## config.mk

```make
export PLATFORM = sky130hd
export DESIGN_NAME = ahb_key_event_ctrl
export DESIGN_NICKNAME = d
export VERILOG_FILES = /design/src/rtl/ahb_key_pkg.sv /design/src/rtl/ahb_key_event_ctrl_debounce.sv /design/src/rtl/ahb_key_event_ctrl.sv
export SDC_FILE = /design/constraint.sdc
export NUM_CORES = 1
export LEC_CHECK = 0
export CORE_MARGIN = 3
export CORE_UTILIZATION = 57
export CTS_CLUSTER_DIAMETER = 120
export CTS_CLUSTER_SIZE = 20
export DETAILED_ROUTE_END_ITERATION = 10
export DONT_BUFFER_PORTS = 1
export GPL_TIMING_DRIVEN = 0
export PLACE_DENSITY = 0.84
export SLEW_MARGIN = 15
export SYNTH_ARGS = -nofsm -noshare
export SYNTH_HDL_FRONTEND = slang
export SYNTH_HIERARCHICAL = 1
export SYNTH_SLANG_ARGS = --single-unit
```

## constraint.sdc

```tcl
create_clock -name HCLK -period 2.57 [get_ports HCLK]
set_input_delay 0.1285 -clock HCLK [delete_from_list [all_inputs] [get_ports HCLK]]
set_output_delay 0.1285 -clock HCLK [all_outputs]
set_load 0.01 [all_outputs]
```

## src/rtl/ahb_key_pkg.sv

```systemverilog
// Shared register map and bit positions for the AHB key event controller.
package ahb_key_pkg;

  typedef enum logic [1:0] {
    REG_DATA   = 2'd0,
    REG_STATUS = 2'd1,
    REG_CTRL   = 2'd2,
    REG_RAW    = 2'd3
  } reg_addr_e;

  localparam int unsigned STAT_CNT_W = 8;
  localparam int unsigned STAT_EMPTY = 8;
  localparam int unsigned STAT_FULL  = 9;
  localparam int unsigned STAT_OVF   = 10;

  localparam int unsigned CTRL_W          = 3;
  localparam int unsigned CTRL_IRQ_EN     = 0;
  localparam int unsigned CTRL_REL_EN     = 1;
  localparam int unsigned CTRL_OVF_IRQ_EN = 2;

  localparam int unsigned REL_BASE = 16;

endpackage

```

## src/rtl/ahb_key_event_ctrl_debounce.sv

```systemverilog
// Per-key two-flop synchroniser followed by a stable-count debouncer.
module key_debounce #(
  parameter int unsigned DEBOUNCE_CYCLES = 16
) (
  input  logic clk_i,
  input  logic rst_i,
  input  logic key_i,
  output logic level_o
);

  localparam int unsigned CW = $clog2(DEBOUNCE_CYCLES);

  logic [1:0]    sync_q;
  logic [CW-1:0] cnt_q, cnt_d;
  logic          level_q, level_d;

  always_comb begin
    cnt_d   = '0;
    level_d = level_q;
    if (sync_q[1] != level_q) begin
      if (cnt_q == CW'(DEBOUNCE_CYCLES - 1)) begin
        level_d = ~level_q;
      end else begin
        cnt_d = cnt_q + 1'b1;
      end
    end
  end

  always_ff @(posedge clk_i) begin
    if (rst_i) begin
      sync_q  <= '0;
      cnt_q   <= '0;
      level_q <= 1'b0;
    end else begin
      sync_q  <= {sync_q[0], key_i};
      cnt_q   <= cnt_d;
      level_q <= level_d;
    end
  end

  assign level_o = level_q;

endmodule

```

## src/rtl/ahb_key_event_ctrl.sv

```systemverilog
// AHB-Lite key peripheral: debounced keys, press/release event FIFO, maskable IRQ.
module ahb_key_event_ctrl
  import ahb_key_pkg::*;
#(
  parameter int unsigned NUM_KEYS        = 5,
  parameter int unsigned DEBOUNCE_CYCLES = 16,
  parameter int unsigned FIFO_DEPTH      = 4
) (
  input  logic                HCLK,
  input  logic                HRESET,
  input  logic                HSEL,
  input  logic [31:0]         HADDR,
  input  logic [1:0]          HTRANS,
  input  logic                HWRITE,
  input  logic                HREADY,
  input  logic [31:0]         HWDATA,
  output logic                HREADYOUT,
  output logic [31:0]         HRDATA,
  output logic                KEY_IRQ,
  input  logic [NUM_KEYS-1:0] KEY
);

  localparam int unsigned PW = $clog2(FIFO_DEPTH);
  localparam int unsigned CW = PW + 1;

  logic [NUM_KEYS-1:0] deb, deb_prev_q, press, rel;

  for (genvar g = 0; g < NUM_KEYS; g++) begin : g_key
    key_debounce #(.DEBOUNCE_CYCLES(DEBOUNCE_CYCLES)) u_deb (
      .clk_i   (HCLK),
      .rst_i   (HRESET),
      .key_i   (KEY[g]),
      .level_o (deb[g])
    );
  end

  logic        sel_q, wr_q, tr_q;
  reg_addr_e   addr_q;
  logic        rd_en, wr_en;

  logic [31:0]       mem_q [FIFO_DEPTH];
  logic [PW-1:0]     wp_q, rp_q;
  logic [CW-1:0]     cnt_q, cnt_d;
  logic              ovf_q, ovf_d, irq_q, irq_d;
  logic [CTRL_W-1:0] ctrl_q, ctrl_d;
  logic [31:0]       ev;
  logic              empty, full, push_req, push, pop, ovf_set;

  assign HREADYOUT = 1'b1;
  assign KEY_IRQ   = irq_q;

  always_ff @(posedge HCLK) begin
    if (HRESET) begin
      sel_q  <= 1'b0;
      wr_q   <= 1'b0;
      tr_q   <= 1'b0;
      addr_q <= REG_DATA;
    end else if (HREADY) begin
      sel_q  <= HSEL;
      wr_q   <= HWRITE;
      tr_q   <= HTRANS[1];
      addr_q <= reg_addr_e'(HADDR[3:2]);
    end
  end

  assign rd_en = sel_q & tr_q & ~wr_q;
  assign wr_en = sel_q & tr_q & wr_q;

  assign press = deb & ~deb_prev_q;
  assign rel   = ~deb & deb_prev_q & {NUM_KEYS{ctrl_q[CTRL_REL_EN]}};

  always_comb begin
    ev                         = '0;
    ev[NUM_KEYS-1:0]           = press;
    ev[REL_BASE +: NUM_KEYS]   = rel;
  end

  assign empty    = (cnt_q == '0);
  assign full     = (cnt_q == CW'(FIFO_DEPTH));
  assign push_req = |{press, rel};
  assign pop      = rd_en & (addr_q == REG_DATA) & ~empty;
  // A pop frees the slot in the same cycle, so a full FIFO still accepts the push.
  assign push     = push_req & (~full | pop);
  assign ovf_set  = push_req & full & ~pop;

  always_comb begin
    cnt_d  = cnt_q + CW'(push) - CW'(pop);
    ctrl_d = ctrl_q;
    ovf_d  = ovf_q;
    if (wr_en && addr_q == REG_CTRL) ctrl_d = HWDATA[CTRL_W-1:0];
    if (wr_en && addr_q == REG_STATUS && HWDATA[STAT_OVF]) ovf_d = 1'b0;
    if (ovf_set) ovf_d = 1'b1;
    irq_d = (ctrl_d[CTRL_IRQ_EN] & (cnt_d != '0)) | (ctrl_d[CTRL_OVF_IRQ_EN] & ovf_d);
  end

  always_ff @(posedge HCLK) begin
    if (HRESET) begin
      deb_prev_q <= '0;
      wp_q       <= '0;
      rp_q       <= '0;
      cnt_q      <= '0;
      ovf_q      <= 1'b0;
      ctrl_q     <= '0;
      irq_q      <= 1'b0;
    end else begin
      deb_prev_q <= deb;
      if (push) wp_q <= wp_q + PW'(1);
      if (pop)  rp_q <= rp_q + PW'(1);
      cnt_q      <= cnt_d;
      ovf_q      <= ovf_d;
      ctrl_q     <= ctrl_d;
      irq_q      <= irq_d;
    end
  end

  always_ff @(posedge HCLK) begin
    if (push) mem_q[wp_q] <= ev;
  end

  always_comb begin
    HRDATA = '0;
    if (rd_en) begin
      case (addr_q)
        REG_DATA:   if (!empty) HRDATA = mem_q[rp_q];
        REG_STATUS: begin
          HRDATA[STAT_CNT_W-1:0] = STAT_CNT_W'(cnt_q);
          HRDATA[STAT_EMPTY]     = empty;
          HRDATA[STAT_FULL]      = full;
          HRDATA[STAT_OVF]       = ovf_q;
        end
        REG_CTRL:   HRDATA[CTRL_W-1:0]   = ctrl_q;
        REG_RAW:    HRDATA[NUM_KEYS-1:0] = deb;
        default:    HRDATA = '0;
      endcase
    end
  end

  logic unused_bits;
  assign unused_bits = ^{HADDR[31:4], HADDR[1:0], HTRANS[0], HWDATA[31:11], HWDATA[9:3]};

endmodule

```

Word level (Yosys, flattened, before mapping)

Memories as Yosys holds them, arrays and structs flattened. A register that Yosys moved wholly into a read port is not among the register bits.
Index checks and enable logic that the tools add are counted.
W data, S select, Z words.

Memories: 1
Register bits: 57
Memory bits (writable): 40
Input bits: 76
Output and inout port bits: 34

Memories:

| memory | depth | width | read ports | clocked after Yosys merged registers in | write ports | RTL line                 | text |
|---|---|---|---|---|---|---|---|
| mem_q  | 4     | 10    | 1          | 1                                       | 1           | ahb_key_event_ctrl.sv:41 | `logic [31:0] mem_q [FIFO_DEPTH];` |

$add $sub $neg: 9
Bitwise operators: 31
Reductions and logical operators: 17
Eq/ne operators: 14
Muxes and demuxes: 13

Operators with widths:

| cell                  | number |
|---|---|
| $mux W32              | 2 |
| $mux W21              | 1 |
| $add A4 B1 Y4 const B | 5 |
| $eq A4 B4 Y1 const B  | 5 |
| $and A5 B5 Y5         | 3 |
| $reduce_or A3 Y1      | 5 |
| $not A1 Y1            | 14 |
| $pmux W3 S4           | 1 |
| $pmux W6 S2           | 1 |
| $and A1 B1 Y1         | 10 |
| $not A5 Y5            | 2 |
| $reduce_and A2 Y1     | 5 |
| $reduce_or A10 Y1     | 1 |
| $ne A1 B1 Y1          | 5 |
| $add A2 B1 Y2 const B | 2 |
| $eq A2 B2 Y1 const B  | 2 |
| $mux W1               | 4 |
| $mux W2               | 2 |
| $pmux W2 S2           | 1 |
| $add A3 B1 Y3         | 1 |
| $eq A3 B3 Y1 const B  | 1 |
| $logic_and A1 B1 Y1   | 3 |
| $logic_not A3 Y1      | 1 |
| $mux W3               | 1 |
| other kinds (5)       | 6 |

Longest topological paths before layout

Depth after elaboration: 11
Gate-level depth with buffers: 12
Mapped depth without buffers: 12

Hierarchy

Netlist, hierarchy kept.

By module, submodules not included:

| module             | cells an instance | times used | area each (sq um) | sequential area each (sq um) |
|---|---|---|---|---|
| ahb_key_event_ctrl | 230               | 1          | 3050.4            | 1681.6 |
| key_debounce       | 23                | 5          | 247.7             | 140.1 |

Least setup slack after synthesis

No wires, ideal clock.

Kind: register to register
From: register g_key[4].u_deb.level_q
To: register irq_q (netlist: KEY_IRQ)
Cell stages (with the launch flop): 12
Required time: 2.441 ns
Arrival time: 2.298 ns
Clock period less this slack: 2.427 ns
Slack: 0.143 ns
Cell sequence: dfxtp_1 nor2b_1 nor3_2 a31oi_4 inv_1 ha_1 inv_1 ha_1 fa_1 xnor2_1 o31ai_1 nand3_1

RTL lines:

| element                | RTL line                          | text |
|---|---|---|
| start, declared        | ahb_key_event_ctrl_debounce.sv:15 | `logic level_q, level_d;` |
| start signal, assigned | ahb_key_event_ctrl_debounce.sv:37 | `level_q <= level_d;` |
| $and A5 B5 Y5 (*)      | ahb_key_event_ctrl.sv:69          | `assign press = deb & ~deb_prev_q;` |
| via press[4]           | ahb_key_event_ctrl.sv:26          | `logic [NUM_KEYS-1:0] deb, deb_prev_q, press, rel;` |
| $reduce_or A10 Y1 (*)  | ahb_key_event_ctrl.sv:80          | `assign push_req = \|{press, rel};` |
| $and A1 B1 Y1          | ahb_key_event_ctrl.sv:83          | `assign push = push_req & (~full \| pop);` |
| $add A3 B1 Y3          | ahb_key_event_ctrl.sv:87          | `cnt_d = cnt_q + CW'(push) - CW'(pop);` |
| $sub A3 B1 Y3          | ahb_key_event_ctrl.sv:87          |  |
| $reduce_bool A3 Y1     | ahb_key_event_ctrl.sv:93          | `irq_d = (ctrl_d[CTRL_IRQ_EN] & (cnt_d != '0)) \| (ctrl_d[CTRL_OVF_IRQ_EN] & ovf_d);` |
| $and A1 B1 Y1          | ahb_key_event_ctrl.sv:93          |  |
| $or A1 B1 Y1 (*)       | ahb_key_event_ctrl.sv:93          |  |
| end signal, assigned   | ahb_key_event_ctrl.sv:112         | `irq_q <= irq_d;` |
| end, declared          | ahb_key_event_ctrl.sv:44          | `logic ovf_q, ovf_d, irq_q, irq_d;` |

Mark *: on every way through the listed nets, which the timed path passes. The rest lies on a longest branch.
A chain may end at the register's enable or synchronous reset.

==> results.toml <==
[synthesis]
synth_top_family_by_area = "simple AND/OR/NAND/NOR gates"
synth_compound_area_frac = 0.0394
yosys_warnings = 6
synth_fa_ha_area_frac = 0.0513
synthSimpleGateAreaFrac = 0.171
synth-seq-cells = 99
avgSynthCellArea_um2 = 12.4
synth.distinct_cells = 46
muxShareOfSynthArea = 0.0887
synth_ff_type = "dfxtp_1"
async_flop_share = 0
syn_inst = 345
synth_xor_area_frac = 0.0388
synth_edf_count = 40
ys_seq_area_frac = 0.555
syn_area_um2 = 4290

[sta]
period_needed_ns = 2.51
layout_setup_ws_ns = 0.0572
slew_violations = 0
clock.fmax_mhz = 398
finalHoldViolations = 0
finClkSkew_ns = 0.00803
relSlewSlack = 0.430
rsz0062_at_grt = "false"
period_share = 0.978
worst_pin_slew_ns = 0.853
setup_viol = 0

[grt]
grt.overflow.total = 0
grt.total_usage = 0.187
grt_pass1_wl_um = 12400
grt_max_degree = 29
antenna_found_initial = 0
grt_pass1_vias = 2570

[clocking]
clk_latency_ns = 0.35
cts-root-buf = "clkbuf_8"
clockBufferDepth = 2
cts_sinks = 99
cts_buffers = 9
clkTransAtPathRegs_ns = 0.09
cts_tree = "done"
htreeDepth = 3

[routing]
num_vias = 2619
ant_nets = 0
drt_iter0_drc = 177
wirelength_um = 7750
vias_per_cell = 5.30
wl_per_cell_um = 15.7
first_pass_iters = 6
route.detailed.drc = 0

[floorplanning]
chipHeight_um = 92.7
io_pins = 110
initial_core_util = 0.608
rows = 30
die_area_um2 = 8600
die_w_um = 92.7
coreArea_um2 = 7060

[flow_run]
max-cap-violations = 0

[cells_and_area]
nNetsFinal = 486
final_cell_mix = "dfxtp_1, edfxtp_1, nor2_1, buf_4, nor2b_1"
final_common_cell = "dfxtp_1"
drive_gt1_frac = 0.239
syn_to_final_growth_pct = 15.0
final_core_util = 0.699
n_fill_cell = 475
n_antenna_cell = 0

[pwr]
ir_drop_mv = 0.407
cellPowerDensity_nw_per_um2 = 524
power.leakage_uw = 0.00198

[place]
place_congestion = 0.847
dpl_worst_slack_ns = -0.259
dpl.hpwl_um = 5320
io_buffers = 0

[setup_path]
critical_path_class = "flop to flop"
cp-start-kind = "flop"
cp.arrival_ns = 2.75
cp.required_ns = 2.80
cp-end-kind = "flop"
crit_path_max_fanout = 8

[worst_hold_path]
hold_class = "primary input to flop"

[outcome]
status = "complete, no violations"
==> metal layers <==
layer  up-vias  track usage  routed length, um
li1       1258            -                  -
met1      1266        0.221               3140
met2        81        0.324               3980
met3        14       0.0544                503
met4         0       0.0696                124
met5         -            0                  0
==> flip-flops by register name, indices dropped and copies added (netlist names), named ones only <==
register             flops
wp_q                     2
ctrl_q                   3
rp_q                     2
g_key.u_deb/cnt_q       20
ovf_q                    1
addr_q                   2
wr_q                     1
deb_prev_q               5
tr_q                     1
cnt_q                    3
sel_q                    1
mem_q                   40
KEY_IRQ                  1
g_key.u_deb/level_o      5
g_key.u_deb/sync_q      10
==> worst paths after layout <==
check                                               from                  endpoint  slack, ns  cells past startpoint
worst min-delay path                              HRESET                   wp_q[0]       0.03                      2
worst max register to register                  cnt_q[1]                   KEY_IRQ       0.06                     11
worst max-delay path                            cnt_q[1]                   KEY_IRQ       0.06                     11
worst min register to register  g_key[0].u_deb/sync_q[0]  g_key[0].u_deb/sync_q[1]       0.44                      1
==> cell families after synthesis <==
group / count (synthesis)
multiplexers: 25
buffers and inverters: 41
AND/OR/NAND/NOR: 126
flip-flops: 99
XOR/XNOR: 19
adder cells (fa/ha/maj): 17
AO/OA/AOI/OAI: 16
other: 2
==> power by group <==
| part | internal [uW] | leakage (uW) | switching (uW) | total, uW |
|---|---|---|---|---|
| Sequential | 1630 | 0.000831 | 10.7 | 1640 |
| Clock | 338 | 0.0000795 | 487 | 825 |
| Combinational | 59.2 | 0.00107 | 57.6 | 117 |
| Total | 2030 | 0.00198 | 555 | 2580 |
==> cells in the mapped netlist (2+ instances only) <==
| cell | count | share of area |
|---|---|---|
| and2_2 | 4 | 0.0070 |
| and3b_2 | 5 | 0.012 |
| ha_1 | 16 | 0.047 |
| dfxtp_1 | 59 | 0.28 |
| buf_4 | 20 | 0.035 |
| nor3_2 | 2 | 0.0047 |
| nor3_1 | 2 | 0.0023 |
| xor2_1 | 18 | 0.037 |
| edfxtp_1 | 40 | 0.28 |
| inv_1 | 14 | 0.012 |
| mux4_2 | 10 | 0.053 |
| clkbuf_1 | 4 | 0.0035 |
| conb_1 | 2 | 0.0018 |
| and2_1 | 4 | 0.0058 |
| nand3b_1 | 6 | 0.011 |
| a32oi_1 | 2 | 0.0041 |
| and3_1 | 2 | 0.0029 |
| a222oi_1 | 3 | 0.0070 |
| nand2_1 | 2 | 0.0018 |
| or3_1 | 2 | 0.0029 |
| nand3_1 | 13 | 0.015 |
| buf_2 | 2 | 0.0023 |
| nand2b_1 | 6 | 0.0088 |
| a31oi_1 | 3 | 0.0044 |
| o31ai_1 | 2 | 0.0035 |
| nor2_1 | 39 | 0.034 |
| mux2i_1 | 14 | 0.033 |
| nor2b_1 | 31 | 0.045 |
==> area by class of cell <==
| class | count | area [um2] | share of cell area |
|---|---|---|---|
| flip-flops and latches | 99 | 2400 | 0.487 |
| multi-input cells | 223 | 1840 | 0.373 |
| plain buffers | 27 | 185 | 0.0376 |
| repair buffers | 19 | 175 | 0.0355 |
| clock buffers | 9 | 124 | 0.0251 |
| well taps | 96 | 120 | 0.0244 |
| inverters | 14 | 52.6 | 0.0107 |
| clock inverters | 7 | 33.8 | 0.00685 |
==> critical path, stage by stage (launching register included) <==
cell	delay, ns
dfxtp_4	0.37
or3_1	0.40
buf_6	0.16
nand3_4	0.09
inv_1	0.05
ha_1	0.26
inv_1	0.04
ha_1	0.18
fa_2	0.34
xnor2_1	0.16
o31ai_2	0.24
nand3_1	0.11
==> through the flow <==
step	area [um2]	setup TNS (ns)	hold WS, ns	total power, uW	instances
floorplan	4360	0	0.200	1750	363
global placement	4480	-0.182	0.205	1760	459
detailed placement	4480	-0.328	0.207	1770	459
CTS	4840	0	0.000365	2590	490
global route	4930	0	0.0321	2700	494
finish	4930	0	0.0303	2580	494
==> what timing repair did <==
action,4_1_cts,5_1_grt
hold endpoints to repair,39,0
setup endpoints to repair,3,1
pin swaps,1,3
hold buffers,13,0
buffers inserted,2,4
resized for setup,18,22
Power figures use the tool's default switching activity.
